==> src/rtl/div_result_stage.sv <==
// Output stage of the pipelined signed divider: sign-corrects the quotient and
// remainder magnitudes, flags divide-by-zero, and buffers results in a small FIFO.
module div_result_stage #(
    parameter int tamanyo    = 32,
    parameter int FIFO_DEPTH = 4
) (
    input  logic                          CLK,
    input  logic                          RSTa,
    input  logic                          Done,
    input  logic [tamanyo-1:0]            Q,
    input  logic [tamanyo-1:0]            ACCU,
    input  logic [tamanyo-1:0]            M,
    input  logic                          SignNum,
    input  logic                          SignDen,
    input  logic                          Out_Ready,
    input  logic                          Clr_Ovf,
    output logic                          Out_Valid,
    output logic [tamanyo-1:0]            Cociente,
    output logic [tamanyo-1:0]            Resto,
    output logic                          DivZero,
    output logic                          Overflow,
    output logic [$clog2(FIFO_DEPTH):0]   Count
);

    localparam int AW = $clog2(FIFO_DEPTH);
    localparam int CW = AW + 1;

    typedef struct packed {
        logic [tamanyo-1:0] coc;
        logic [tamanyo-1:0] res;
        logic               dz;
    } entry_t;

    entry_t          mem_q [FIFO_DEPTH];
    entry_t          mem_d [FIFO_DEPTH];
    entry_t          head_q, head_d;
    entry_t          new_entry;
    logic [AW-1:0]   wr_ptr_q, wr_ptr_d;
    logic [AW-1:0]   rd_ptr_q, rd_ptr_d;
    logic [CW-1:0]   count_q, count_d;
    logic            valid_q, valid_d;
    logic            ovf_q, ovf_d;
    logic            pop, push, drop, full;

    // Sign correction; quotient negative when the operand signs differ,
    // remainder follows the numerator. A zero divisor overrides both.
    always_comb begin
        new_entry = '0;
        if (M == '0) begin
            new_entry.coc = '1;
            new_entry.res = '0;
            new_entry.dz  = 1'b1;
        end else begin
            new_entry.coc = (SignNum ^ SignDen) ? (~Q + tamanyo'(1)) : Q;
            new_entry.res = SignNum ? (~ACCU + tamanyo'(1)) : ACCU;
            new_entry.dz  = 1'b0;
        end
    end

    always_comb begin
        full = (count_q == CW'(FIFO_DEPTH));
        pop  = valid_q & Out_Ready;
        push = Done & (~full | pop);
        drop = Done & full & ~pop;

        mem_d = mem_q;
        if (push) begin
            mem_d[wr_ptr_q] = new_entry;
        end

        wr_ptr_d = push ? (wr_ptr_q + AW'(1)) : wr_ptr_q;
        rd_ptr_d = pop  ? (rd_ptr_q + AW'(1)) : rd_ptr_q;

        count_d = count_q;
        if (push && !pop) begin
            count_d = count_q + CW'(1);
        end else if (pop && !push) begin
            count_d = count_q - CW'(1);
        end
        valid_d = (count_d != '0);

        // Head is taken from the post-write array so an entry written into an
        // otherwise-empty FIFO is visible right after the same edge.
        head_d = head_q;
        if (count_d != '0) begin
            head_d = mem_d[rd_ptr_d];
        end

        if (drop) begin
            ovf_d = 1'b1;
        end else if (Clr_Ovf) begin
            ovf_d = 1'b0;
        end else begin
            ovf_d = ovf_q;
        end
    end

    always_ff @(posedge CLK or posedge RSTa) begin
        if (RSTa) begin
            for (int i = 0; i < FIFO_DEPTH; i++) begin
                mem_q[i] <= '0;
            end
            head_q   <= '0;
            wr_ptr_q <= '0;
            rd_ptr_q <= '0;
            count_q  <= '0;
            valid_q  <= 1'b0;
            ovf_q    <= 1'b0;
        end else begin
            for (int i = 0; i < FIFO_DEPTH; i++) begin
                mem_q[i] <= mem_d[i];
            end
            head_q   <= head_d;
            wr_ptr_q <= wr_ptr_d;
            rd_ptr_q <= rd_ptr_d;
            count_q  <= count_d;
            valid_q  <= valid_d;
            ovf_q    <= ovf_d;
        end
    end

    assign Out_Valid = valid_q;
    assign Cociente  = head_q.coc;
    assign Resto     = head_q.res;
    assign DivZero   = head_q.dz;
    assign Overflow  = ovf_q;
    assign Count     = count_q;

endmodule

==> config.mk <==
export PLATFORM = sky130hd
export DESIGN_NAME = div_result_stage
export DESIGN_NICKNAME = d
export VERILOG_FILES = /design/src/rtl/div_result_stage.sv
export SDC_FILE = /design/constraint.sdc
export NUM_CORES = 1
export LEC_CHECK = 0
export CAP_MARGIN = 20
export CORE_UTILIZATION = 59
export CTS_CLUSTER_DIAMETER = 40
export DETAILED_ROUTE_END_ITERATION = 6
export PLACE_DENSITY = 0.8
export SLEW_MARGIN = 20
export SYNTH_ARGS = -nofsm -noshare
export SYNTH_HDL_FRONTEND = slang
export SYNTH_SLANG_ARGS = --single-unit
export TNS_END_PERCENT = 10
==> constraint.sdc <==
create_clock -name CLK -period 39.6 [get_ports CLK]
set_clock_uncertainty 0.1 [all_clocks]
set_input_delay 11.88 -clock CLK [delete_from_list [all_inputs] [get_ports CLK]]
set_output_delay 11.88 -clock CLK [all_outputs]
set_load 0.005 [all_outputs]
; ---- Yosys cells after proc, flatten, opt, wreduce, memory -nomap -nowiden
; Index checks and enable logic that the tools add are counted.
[word_totals]
wordCells = 65
register_bits = 334
inputBits = 103
out_inout_bits = 70
[classes]
n_addsub = 6
reduce_logical = 8
order_cmp = 3
eq_ne = 1
bitwise_logic = 12
n_mux = 15
[ops]
columns = op, count
row1 = $bwmux W260, 1
row2 = $mux W260, 1
row3 = $mux W65, 4
row4 = $bmux W65 S2, 1
row5 = $demux W65 S2, 1
row6 = $add A32 B1 Y32 const B, 2
row7 = $mux W32, 2
row8 = $not A32 Y32, 2
row9 = $logic_not A32 Y1, 1
row10 = $ge A3 B3 Y1 const B, 2
row11 = $mux W3, 2
row12 = $not A2 Y3, 2
row13 = $add A2 B1 Y2 const B, 2
row14 = $and A1 B1 Y1, 4
row15 = $add A3 B1 Y3 const B, 1
row16 = $eq A3 B3 Y1 const B, 1
row17 = $logic_and A1 B1 Y1, 3
row18 = $lt A3 B1 Y1 const B, 1
row19 = $reduce_bool A3 Y1, 1
row20 = $sub A3 B1 Y3 const B, 1
row21 = $logic_not A1 Y1, 2
row22 = $mux W1, 2
row23 = $mux W2, 1
row24 = $not A1 Y1, 2
row25 = 3 further kinds, 3

; ---- Logic depth before layout (Yosys ltp)
[logic_depth]
ltp_word = 10
ltp_mapped = 12

; ---- Least setup slack after synthesis
; No wires, ideal clock.
[synth_timing]
path_kind = in2reg
from = input port ACCU[1]
to = register head_q (netlist bit Resto[26])
required_ns = 39.405
slack_ns = 25.172
stages = 10
path_buffers = 1
arrival_ns = 14.233
setup_time_ns = 0.095
cell_sequence = inv_1 > ha_1 > or4b_2 > or4_1 > buf_2 > o41ai_4 > xor2_2 > o31ai_1 > nor2_1 > o31ai_1
[synth_lines]
columns = element, line_no
row1 = "start, declared", 11  ; input logic [tamanyo-1:0] ACCU,
row2 = "end signal, assigned", 103  ; head_q <= '0;
row3 = "end signal, assigned", 113  ; head_q <= head_d;
row4 = "end, declared", 36  ; entry_t head_q, head_d;

; ---- Worst setup path in the final report
[layout_timing]
from = input port Out_Ready
to = register head_q (netlist bit Resto[0])
[layout_via]
elab_chain_len = 8
word_cells_on_any_way = 16
classes_between = mux (7) / bitwise (4) / reduce/logical (5)
[layout_lines]
columns = element, line_no
row1 = "start, declared", 15  ; input logic Out_Ready,
row2 = $and A1 B1 Y1 (*), 62  ; pop = valid_q & Out_Ready;
row3 = "parallel branches: the longest is 7 deep, another holds $mux W260", n/a
; Mark *: on every way between the ends. The select of a mux whose other input is x is not followed.
; A chain may end at the register's enable or synchronous reset.

==> results.toml <==
[route]
first_pass_iters = 6
drtAntennaViolNets = 0
drc = 0
vias_per_cell = 6.54
drt-initial-drc-count = 1568
avgRoutedWirePerCell_um = 21.3
wirelength_um = 47600
num_vias = 14600

[clocking]
clk_pin_slew_ps = 60
clock_latency_ps = 540
cts.sinks = 334
cts_tree = "yes"
postCtsSetupRepairBufs = 0
clockBufferDepth = 3
h-tree-depth = 2
root_buffer = "clkbuf_16"
cts.repair.resized = 0
cts_hold_buffers = 0
numCtsBuffers = 42

[yosys]
synthCells = 1747
synth_top_flop_cell = "dfrtp_1"
yosysSeqAreaShare_pct = 51.6
synth_cell_types = 73
synth-seq-cells = 334
syn_area_um2 = 16200
avgSynthCellArea_um2 = 9.27
async_flop_share_pct = 100
yosysWarnings = 0
synth_edf_count = 0
syn_nets = 1859

[layout]
layout_common_cells = "dfrtp_1, nand2_1, o21ai_0, clkdlybuf4s50_1, nor2_1"
area_growth_pct = 20.3
layout_commonest_cell = "dfrtp_1"
nets = 1979
fill_cells = 1954
drive_above_1_share_pct = 7.06
multi_input_area_um2 = 7280
n_antenna_cell = 0
regArea_um2 = 8360

[grt]
antenna_found_initial = 1
grt_pass1_vias = 14400
grt_pass1_wl_um = 76500
grt_overflow_total = 0
grt_use_total_pct = 34.4
grt_max_degree = 115

[sta]
period_needed_ps = 15960
maxSlewHeadroom_pct = 28.3
fmax_ghz = 0.0627
worst_slew_pin_slew_ps = 1070
rsz0062_at_grt = "no"
hold_viol_final = 0
finalCritPeriodShare_pct = 40.3
drv_slew = 0
fin_tns_setup_ps = 0
hold_ws_ps = 376
setup_viol = 0

[power_and_ir_drop]
pwr-share-comb_pct = 45.9
p_seq_share_pct = 33.1
leakagePower_nw = 8.14
ir_worst_vdd_mv = 0.0634
pwr-share-clk_pct = 21.0
sw_frac_of_total_pct = 41.1
intPower_mw = 1.05
p_switching_uw = 734
power_density_nw_per_um2 = 91.6

[placed_design]
gp_congestion = 0.892
io_buffers = 172
place_hpwl_um = 29700

[floorplan]
pin_count = 173
die_area_um2 = 28100
die_h_um = 168
core_um2 = 27000
initial_core_util_pct = 60.1
die_w_um = 168
fp-row-count = 60

[critical_path]
worstSetupStartpointType = "primary input"
cpPeakStageDelay_ps = 780
crit_required_ps = 39930
crit_fanout = 53
worstSetupEndpointType = "flop"
critPathArrivalTime_ps = 16290
worstSetupPathType = "primary input to flop"
crit_chain = "clkdlybuf4s50_1 -> and2_1 -> xnor2_2 -> buf_4 -> inv_2 -> buf_4 -> mux2i_1 -> nand2_1 -> nand2_1 -> a21oi_1 -> o31ai_1"
slowest_stage = "inv_2"

[flow_run]
max_cap_viol_count = 0

[hold_path]
hp-class = "flop to flop"

[status]
run_status = "completed"
-- metal layers --
metal	up-vias	global-route usage, %	part of all wire, %	wire length, µm
met5	-	0	0.021	10
met4	2	15.2	3.5	1650
met3	130	5.37	8.2	3920
met2	751	54.5	48	22700
met1	7153	47.2	41	19400
li1	6595	-	-	-
-- sequential cells by signal, indices dropped and copies added (netlist names) --
signal and cells:
rd_ptr_q 2, Out_Valid 1, Count 3, Overflow 1, Resto 32, mem_q 260, Cociente 32, DivZero 1
wr_ptr_q 2
-- power by group through the flow --
stage	Sequential [mW]	Combinational [mW]	Clock, mW
5_1_grt	0.606	0.900	0.390
4_1_cts	0.590	0.806	0.376
2_1_floorplan	0.571	0.535	0
3_5_place_dp	0.593	0.797	0
6_report	0.591	0.818	0.375
3_3_place_gp	0.586	0.770	0
-- worst max-delay path, delay by kind of cell --
family | cells | cell delay (ps)
mux | 1 | 750
xor+xnor | 1 | 100
simple gates | 3 | 1120
compound gates | 2 | 290
buf+inv | 4 | 2100
-- final cells by class --
type / instances / share of cell area [%]
Sequential cell: 334 / 42.9
Multi-Input combinational cell: 1266 / 37.4
Timing Repair Buffer: 203 / 10.1
Clock buffer: 55 / 5.96
Tap cell: 341 / 2.19
Clock inverter: 19 / 1.05
Inverter: 20 / 0.424
-- cells in the mapped netlist, types with 5 or more instances --
cell	number	area, µm²
clkbuf_1	94	353
nand2_1	268	1010
nor4_1	17	106
xor2_1	24	210
nand3_1	22	110
nand2b_1	5	31.3
mux2i_1	12	120
a211oi_1	39	293
o41ai_1	13	114
xnor2_1	32	280
ha_1	9	113
nor3_1	30	150
a22oi_1	12	90.1
a21oi_1	125	626
or2_2	6	37.5
or4_1	12	90.1
a311oi_1	5	43.8
o32ai_1	6	52.6
o221ai_1	11	96.3
o21ai_1	10	50.1
a31oi_1	13	81.3
or3_1	6	37.5
nor2_1	163	612
o211a_1	5	50.1
a32oi_1	6	52.6
dfrtp_1	334	8360
buf_1	28	105
o211ai_1	44	330
inv_1	20	75.1
o21ai_0	212	1060
o311ai_0	6	52.6
o31ai_1	39	293
o22ai_1	39	244
-- cell families after synthesis --
group,Yosys count,synth area share (%)
AOI/OAI and AO/OA,629,24.9
adders and majority gates,9,0.696
DFF,334,51.6
and+or+nand+nor,552,14.7
buffers and inverters,147,3.49
muxes,17,1.23
xor gates and xnor gates,59,3.33
-- metrics by stage --
stage          power, mW  std cells  util [%]  cell area [µm²]  setup WS, ps
3_5_place_dp        1.39       2164      67.2            18100         23240
5_1_grt             1.90       2238      72.3            19500         23410
6_report            1.78       2238      72.3            19500         23640
3_3_place_gp        1.36       2164      67.2            18100         23330
2_1_floorplan       1.11       1747         -            16200         18370
4_1_cts             1.77       2238      72.2            19500         23780
-- worst paths after layout --
path,startpoint,to,slack (ps),cells past startpoint
worst max-delay path,Out_Ready,Resto[0],23640,11
worst min-delay path,Cociente[3],Cociente[3],380,2
worst max register to register,Count[0],Resto[14],34980,12
worst min register to register,Cociente[3],Cociente[3],380,2
max in group asynchronous,RSTa,mem_q[121],25730,4
min in group asynchronous,RSTa,mem_q[137],11790,2
Note: power is estimated with default switching activity, not from simulation.
